`src/rtl/trivium_pkg.sv`:
```
// rtl/trivium_pkg.sv - shared constants, Trivium tap positions and UART state enum
package trivium_pkg;

    localparam int CLKS_PER_BIT = 10416;
    localparam int STATE_W      = 288;
    localparam int INIT_ROUNDS  = 1152;

    // Tap positions use Trivium's 1-based numbering s1..s288
    localparam int TAP_T1_A = 66;
    localparam int TAP_T1_B = 93;
    localparam int TAP_T2_A = 162;
    localparam int TAP_T2_B = 177;
    localparam int TAP_T3_A = 243;
    localparam int TAP_T3_B = 288;

    localparam int TAP_AND1_A = 91;
    localparam int TAP_AND1_B = 92;
    localparam int TAP_AND2_A = 175;
    localparam int TAP_AND2_B = 176;
    localparam int TAP_AND3_A = 286;
    localparam int TAP_AND3_B = 287;

    localparam int TAP_FB1 = 171;
    localparam int TAP_FB2 = 264;
    localparam int TAP_FB3 = 69;

    typedef enum logic [1:0] {
        IDLE,
        START,
        DATA,
        STOP
    } uart_state_t;

    function automatic logic sbit(input logic [STATE_W-1:0] s, input int idx);
        return s[idx-1];
    endfunction

endpackage

```
`src/rtl/trivium_core.sv`:
```
// rtl/trivium_core.sv - 288-bit Trivium keystream generator with built-in warm-up
module trivium_core
    import trivium_pkg::*;
#(
    parameter logic [79:0] KEY         = 80'h0,
    parameter logic [79:0] IV          = 80'h0,
    parameter int          INIT_ROUNDS = trivium_pkg::INIT_ROUNDS
) (
    input  logic clk,
    input  logic rst,
    input  logic ena,
    input  logic step,
    output logic z,
    output logic ready
);

    localparam int WARM_W = $clog2(INIT_ROUNDS + 1);

    logic [STATE_W-1:0] s;
    logic [STATE_W-1:0] s_next;
    logic [WARM_W-1:0]  warm_cnt;
    logic               t1, t2, t3;
    logic               f1, f2, f3;

    function automatic logic [STATE_W-1:0] init_state();
        logic [STATE_W-1:0] v;
        v          = '0;
        v[79:0]    = KEY;
        v[172:93]  = IV;
        v[287:285] = 3'b111;
        return v;
    endfunction

    // z is taken from the state before the update, as in the reference
    always_comb begin
        t1 = sbit(s, TAP_T1_A) ^ sbit(s, TAP_T1_B);
        t2 = sbit(s, TAP_T2_A) ^ sbit(s, TAP_T2_B);
        t3 = sbit(s, TAP_T3_A) ^ sbit(s, TAP_T3_B);
        z  = t1 ^ t2 ^ t3;
        f1 = t1 ^ (sbit(s, TAP_AND1_A) & sbit(s, TAP_AND1_B)) ^ sbit(s, TAP_FB1);
        f2 = t2 ^ (sbit(s, TAP_AND2_A) & sbit(s, TAP_AND2_B)) ^ sbit(s, TAP_FB2);
        f3 = t3 ^ (sbit(s, TAP_AND3_A) & sbit(s, TAP_AND3_B)) ^ sbit(s, TAP_FB3);
        s_next = {s[286:177], f2, s[175:93], f1, s[91:0], f3};
    end

    assign ready = (warm_cnt == WARM_W'(INIT_ROUNDS));

    always_ff @(posedge clk) begin
        if (rst) begin
            s        <= init_state();
            warm_cnt <= '0;
        end else if (ena) begin
            if (!ready) begin
                s        <= s_next;
                warm_cnt <= warm_cnt + 1'b1;
            end else if (step) begin
                s <= s_next;
            end
        end
    end

endmodule

```
`src/rtl/trivium_uart_cipher.sv`:
```
// rtl/trivium_uart_cipher.sv - 8N1 UART in, Trivium XOR, 8N1 UART out
module trivium_uart_cipher
    import trivium_pkg::*;
#(
    parameter int          CLKS_PER_BIT = trivium_pkg::CLKS_PER_BIT,
    parameter logic [79:0] KEY          = 80'h0,
    parameter logic [79:0] IV           = 80'h0,
    parameter int          INIT_ROUNDS  = trivium_pkg::INIT_ROUNDS
) (
    input  logic clk,
    input  logic rst,
    input  logic ena,
    input  logic serial_in,
    output logic serial_out
);

    localparam int               CNT_W    = $clog2(CLKS_PER_BIT);
    localparam logic [CNT_W-1:0] BIT_END  = CNT_W'(CLKS_PER_BIT - 1);
    localparam logic [CNT_W-1:0] HALF_END = CNT_W'(CLKS_PER_BIT / 2 - 1);

    logic             rx_meta, rx_sync, rx_prev;
    uart_state_t      rx_state, rx_state_d;
    logic [CNT_W-1:0] rx_cnt;
    logic [2:0]       rx_bit;
    logic [7:0]       rx_shift;
    logic             rx_cnt_clr, rx_take, rx_ok;

    logic             ci_active;
    logic [2:0]       ci_bit;
    logic [7:0]       ci_data, ci_next;
    logic             ci_step, ci_write;
    logic             ks_z, ks_ready;

    logic             buf_full;
    logic [7:0]       buf_data;

    uart_state_t      tx_state, tx_state_d;
    logic [CNT_W-1:0] tx_cnt;
    logic [2:0]       tx_bit;
    logic [7:0]       tx_shift;
    logic             tx_out, tx_out_d;
    logic             tx_load, tx_cnt_clr, tx_shift_en;

    trivium_core #(
        .KEY         (KEY),
        .IV          (IV),
        .INIT_ROUNDS (INIT_ROUNDS)
    ) u_core (
        .clk   (clk),
        .rst   (rst),
        .ena   (ena),
        .step  (ci_step),
        .z     (ks_z),
        .ready (ks_ready)
    );

    always_comb begin
        rx_state_d = rx_state;
        rx_cnt_clr = 1'b0;
        rx_take    = 1'b0;
        rx_ok      = 1'b0;
        case (rx_state)
            IDLE: begin
                if (rx_prev && !rx_sync) begin
                    rx_state_d = START;
                    rx_cnt_clr = 1'b1;
                end
            end
            START: begin
                // A start bit that is high again at mid-bit was a glitch
                if (rx_cnt == HALF_END) begin
                    rx_cnt_clr = 1'b1;
                    rx_state_d = rx_sync ? IDLE : DATA;
                end
            end
            DATA: begin
                if (rx_cnt == BIT_END) begin
                    rx_cnt_clr = 1'b1;
                    rx_take    = 1'b1;
                    if (rx_bit == 3'd7) rx_state_d = STOP;
                end
            end
            STOP: begin
                if (rx_cnt == BIT_END) begin
                    rx_state_d = IDLE;
                    rx_ok      = rx_sync;
                end
            end
            default: rx_state_d = IDLE;
        endcase
    end

    assign ci_step  = ci_active && ks_ready;
    assign ci_next  = ci_data ^ ({7'b0, ks_z} << ci_bit);
    assign ci_write = ci_step && (ci_bit == 3'd7);

    always_comb begin
        tx_state_d  = tx_state;
        tx_out_d    = tx_out;
        tx_load     = 1'b0;
        tx_cnt_clr  = 1'b0;
        tx_shift_en = 1'b0;
        case (tx_state)
            IDLE: begin
                tx_out_d = 1'b1;
                if (buf_full) begin
                    tx_load    = 1'b1;
                    tx_state_d = START;
                    tx_out_d   = 1'b0;
                end
            end
            START: begin
                if (tx_cnt == BIT_END) begin
                    tx_cnt_clr = 1'b1;
                    tx_state_d = DATA;
                    tx_out_d   = tx_shift[0];
                end
            end
            DATA: begin
                if (tx_cnt == BIT_END) begin
                    tx_cnt_clr = 1'b1;
                    if (tx_bit == 3'd7) begin
                        tx_state_d = STOP;
                        tx_out_d   = 1'b1;
                    end else begin
                        tx_shift_en = 1'b1;
                        tx_out_d    = tx_shift[1];
                    end
                end
            end
            STOP: begin
                // Back-to-back frames: the next start bit follows the stop bit directly
                if (tx_cnt == BIT_END) begin
                    tx_cnt_clr = 1'b1;
                    if (buf_full) begin
                        tx_load    = 1'b1;
                        tx_state_d = START;
                        tx_out_d   = 1'b0;
                    end else begin
                        tx_state_d = IDLE;
                    end
                end
            end
            default: tx_state_d = IDLE;
        endcase
    end

    always_ff @(posedge clk) begin
        if (rst) begin
            rx_meta   <= 1'b1;
            rx_sync   <= 1'b1;
            rx_prev   <= 1'b1;
            rx_state  <= IDLE;
            rx_cnt    <= '0;
            rx_bit    <= 3'd0;
            rx_shift  <= 8'h00;
            ci_active <= 1'b0;
            ci_bit    <= 3'd0;
            ci_data   <= 8'h00;
            buf_full  <= 1'b0;
            buf_data  <= 8'h00;
            tx_state  <= IDLE;
            tx_cnt    <= '0;
            tx_bit    <= 3'd0;
            tx_shift  <= 8'h00;
            tx_out    <= 1'b1;
        end else if (ena) begin
            rx_meta  <= serial_in;
            rx_sync  <= rx_meta;
            rx_prev  <= rx_sync;
            rx_state <= rx_state_d;
            rx_cnt   <= (rx_cnt_clr || rx_state == IDLE) ? '0 : rx_cnt + 1'b1;
            if (rx_state == IDLE) rx_bit <= 3'd0;
            else if (rx_take)     rx_bit <= rx_bit + 3'd1;
            if (rx_take) rx_shift <= {rx_sync, rx_shift[7:1]};

            if (rx_ok && !ci_active) begin
                ci_active <= 1'b1;
                ci_bit    <= 3'd0;
                ci_data   <= rx_shift;
            end else if (ci_step) begin
                ci_data <= ci_next;
                ci_bit  <= ci_bit + 3'd1;
                if (ci_bit == 3'd7) ci_active <= 1'b0;
            end

            // A ciphertext byte arriving at a full buffer is dropped
            if (tx_load) buf_full <= 1'b0;
            if (ci_write && !buf_full) begin
                buf_full <= 1'b1;
                buf_data <= ci_next;
            end

            tx_state <= tx_state_d;
            tx_out   <= tx_out_d;
            tx_cnt   <= (tx_cnt_clr || tx_load || tx_state == IDLE) ? '0 : tx_cnt + 1'b1;
            if (tx_load)          tx_shift <= buf_data;
            else if (tx_shift_en) tx_shift <= {1'b0, tx_shift[7:1]};
            if (tx_load)          tx_bit <= 3'd0;
            else if (tx_shift_en) tx_bit <= tx_bit + 3'd1;
        end
    end

    assign serial_out = tx_out;

endmodule

```
`config.mk`:
```
export PLATFORM = sky130hd
export DESIGN_NAME = trivium_uart_cipher
export DESIGN_NICKNAME = d
export VERILOG_FILES = /design/src/rtl/trivium_pkg.sv /design/src/rtl/trivium_core.sv /design/src/rtl/trivium_uart_cipher.sv
export SDC_FILE = /design/constraint.sdc
export NUM_CORES = 1
export LEC_CHECK = 0
export ABC_AREA = 1
export BUFFER_PORTS_ARGS = -buffer_cell sky130_fd_sc_hd__buf_2
export CORE_MARGIN = 2
export CORE_UTILIZATION = 45
export DETAILED_ROUTE_END_ITERATION = 8
export PLACE_DENSITY_LB_ADDON = 0.1
export SETUP_SLACK_MARGIN = 0.1
export SYNTH_ARGS = -nofsm -noshare
export SYNTH_HDL_FRONTEND = slang
export SYNTH_SLANG_ARGS = --single-unit
```
`constraint.sdc`:
```
create_clock -name clk -period 2.5 [get_ports clk]
set_input_delay 0.375 -clock clk [delete_from_list [all_inputs] [get_ports clk]]
set_output_delay 0.375 -clock clk [all_outputs]
set_load 0.005 [all_outputs]
```
==> summary.txt <==
Die
  • Die H: 185 um
  • Initial Util: 45.6%
  • Row Count: 66
  • Core area: 32500 um^2
  • # IOs: 5
  • Die width: 185 um
  • Die ar.: 34400 um^2

Worst setup path
  • Startpoint Class: flop
  • CP Cell Sequence: ha_1, nand2_1, inv_1, nand2_1, nor2_1, nand3_1, nand2_1, nand2_2, nand2_1, nand2_1, nand2_1, nor2_1
  • CP Class: reg -> reg
  • R2R Setup Slk: 430 ps
  • Crit path buffers/inverters: 1
  • Worst path required time: 2900 ps
  • Crit path largest cell delay: 370 ps
  • Worst setup EP type: flop
  • CP Data Arrival Time: 2470 ps
  • CP max-delay cell: dfxtp_1
  • Worst R2R Path Depth: 12
  • CP max FO: 19
  • R2R Path End: tx_cnt[13]
  • Most used cell, CP: nand2_1
  • Crit path max-delay family: simple AND/OR/NAND/NOR gates
  • Worst R2R Start: tx_cnt[0]

Yosys
  • #FFs+latches synth: 378
  • Syn_nets: 1970
  • Mapped Area: 14800 um^2
  • Average size of a mapped cell: 7.59 um^2
  • Mapped Cells: 1951
  • Register area share after synthesis: 51.1%
  • Ys Warns: 0
  • Async SR Flop Fraction: 0%
  • Number of flops mapped to enable cells by yosys: 0
  • Distinct cells, synth: 38
  • Synth Flop Type: dfxtp_1

Min path
  • Hold Path End: rx_meta
  • Critical hold path startpoint: serial_in
  • Worst Hold Class: in -> reg
  • Hold depth: 3

Timing
  • Unrepaired setup endpoints after global routing: false
  • Final period utilization: 82.8%
  • Final setup viols: 0
  • Setup TNS: 0 ps
  • Slew of the pin with the lowest slew margin: 659 ps
  • Clock skew: 13.7 ps
  • Hold Fails Final Rpt: 0
  • Max Fclk: 483 MHz
  • Pins Over Slew Limit: 0
  • Min Tclk post-route: 2070 ps
  • Hold WS: 113 ps
  • Max-slew headroom: 56.1%

Drt
  • DRC viols: 0
  • Routed length on met2: 12100 um
  • Met1 wire length: 14100 um
  • DRT antenna net count: 0
  • WL met3: 802 um
  • Wire per inst: 11.6 um
  • DRT Wirelength: 27500 um
  • Vias: 11600
  • Routed vias/inst: 4.91
  • DR top layer: met4
  • Iter 0 DRT Violations: 738
  • Drt first pass iters: 5

Final layout
  • Number of fill cells: 3182
  • # nets final: 1919
  • Layout cells sized above 1: 5.75%
  • Commonest non-fill, non-tap cell in the layout: nor2_1
  • Antenna diode count: 0
  • Syn-to-layout area delta: 10.7%
  • Most frequent cells in the layout: nor2_1, dfxtp_1, o21ai_0
  • FF/Latch Area: 7570 um^2
  • Final std cells w/o fill: 2373
  • Footprint of the multi-input gates: 6170 um^2

Placement
  • Post-DP HPWL: 15400 um
  • Routability congestion estimate: 0.791
  • Placed insts: 2299
  • Port Buf Inserts: 4

Global route
  • Pin count of the biggest net entering global routing: 165
  • Vias in the first global route: 10600
  • Total Routing Usage GR: 16.2%
  • First-pass GRT wire length: 48100 um
  • Grt ovf: 0
  • Initial antenna violation count: 0

Clock tree
  • H-Tree Level Count: 2
  • CTS tree: yes
  • Hold-fix buffers, CTS: 0
  • CTS clk-pin slew, worst paths: 50 ps
  • Inserted Clock Buffers: 41
  • Clock Tree Buf Depth: 3
  • Post-CTS sizing: 0
  • Clock insertion delay at the later pin of the skew report: 530 ps
  • Post-CTS setup buffer count: 0
  • Clk root buf: clkbuf_16
  • Clock tree sinks: 378

Job
  • Max_cap viols: 0

Power and ir drop
  • Pwr dens: 831 nW/um^2
  • Peak VDD IR: 0.564 mV
  • Leak: 6.70 nW

Status
  • Status: finished clean
[where the power goes]
part	leakage [nW]	switching [mW]	internal, mW	total, mW
combinational	2.89	0.541	0.289	0.830
sequential	3.11	0.149	6.33	6.48
clock	0.698	2.37	3.95	6.32
[kinds of logic after synthesis]
group | after synthesis | share of synthesized area (%)
buffers and inverters | 218 | 7.34
AO/OA/AOI/OAI | 413 | 14.1
adder cells (fa/ha/maj) | 15 | 1.27
AND/OR/NAND/NOR | 905 | 24.9
XOR/XNOR | 22 | 1.30
flip-flops | 378 | 51.1
[flip-flops by register name (all words and copies together), names as in the netlist, named ones only]
name / count
u_core.s: 288
rx_cnt: 14
tx_cnt: 14
u_core.warm_cnt: 11
buf_data: 8
ci_data: 8
rx_shift: 8
tx_shift: 8
ci_bit: 3
rx_bit: 3
tx_bit: 3
tx_state: 2
buf_full: 1
ci_active: 1
rx_meta: 1
rx_prev: 1
rx_state: 1
rx_sync: 1
serial_out: 1
[cells in the mapped netlist (2+ instances only)]
master | number | area, um^2
nor2_1 | 621 | 2330
dfxtp_1 | 378 | 7570
o21ai_0 | 221 | 1110
nand2_1 | 157 | 589
o21ai_1 | 101 | 505
inv_1 | 92 | 345
a21oi_1 | 80 | 400
clkbuf_1 | 64 | 240
nand3_1 | 54 | 270
nand4_1 | 27 | 169
buf_6 | 25 | 282
buf_4 | 18 | 135
xor2_1 | 16 | 140
ha_1 | 15 | 188
nor3_1 | 12 | 60.1
buf_2 | 11 | 55.1
nand3b_1 | 8 | 60.1
inv_2 | 6 | 22.5
nor4_1 | 6 | 37.5
xnor2_1 | 6 | 52.6
nand2_2 | 4 | 25.0
nor3b_1 | 4 | 30.0
o211ai_1 | 4 | 30.0
a211oi_1 | 3 | 22.5
nor2_2 | 3 | 18.8
buf_1 | 2 | 7.51
nor3_4 | 2 | 32.5
[worst max-delay path by stage]
stage                     startpoint         end  slack, ps  cells past startpoint
after floorplan            tx_cnt[0]   tx_cnt[4]        840                     13
after global placement           ena  rx_cnt[12]        450                      9
after detailed placement         ena  rx_cnt[13]        410                      8
after CTS                  tx_cnt[0]  tx_cnt[13]        420                     12
after global routing       tx_cnt[0]  tx_cnt[13]        180                     12
final                      tx_cnt[0]  tx_cnt[13]        430                     12
[tightest hold or removal path: cells and delay by family]
| kind | cells | cell delay, ps |
|---|---|---|
| simple gates | 2 | 130 |
| buf+inv | 1 | 100 |
[per-stage QoR]
step	setup slack (ps)	instance area, um^2	utilization, %	total power, mW
floorplan	843	14800	-	7.29
global placement	449	15000	46.1	7.44
detailed placement	414	15000	46.1	7.45
CTS	425	16400	50.5	13.8
global route	183	16400	50.5	14.2
finish	429	16400	50.5	13.6
[cell type report]
cell class                      count  share of cell area [%]
Clock inverter                     15                    1.43
Clock buffer                       59                    7.29
Multi-Input combinational cell   1355                    37.6
Sequential cell                   378                    46.1
Inverter                           98                    2.33
Tap cell                          442                    3.37
Timing Repair Buffer               26                    1.82
[per-layer routing]
metal	track usage, %	vias to the layer above
li1	-	6207
met1	21.8	5274
met2	26.7	115
met3	2.69	48
met4	5.21	0
met5	0	-
Power figures use the tool's default switching activity.
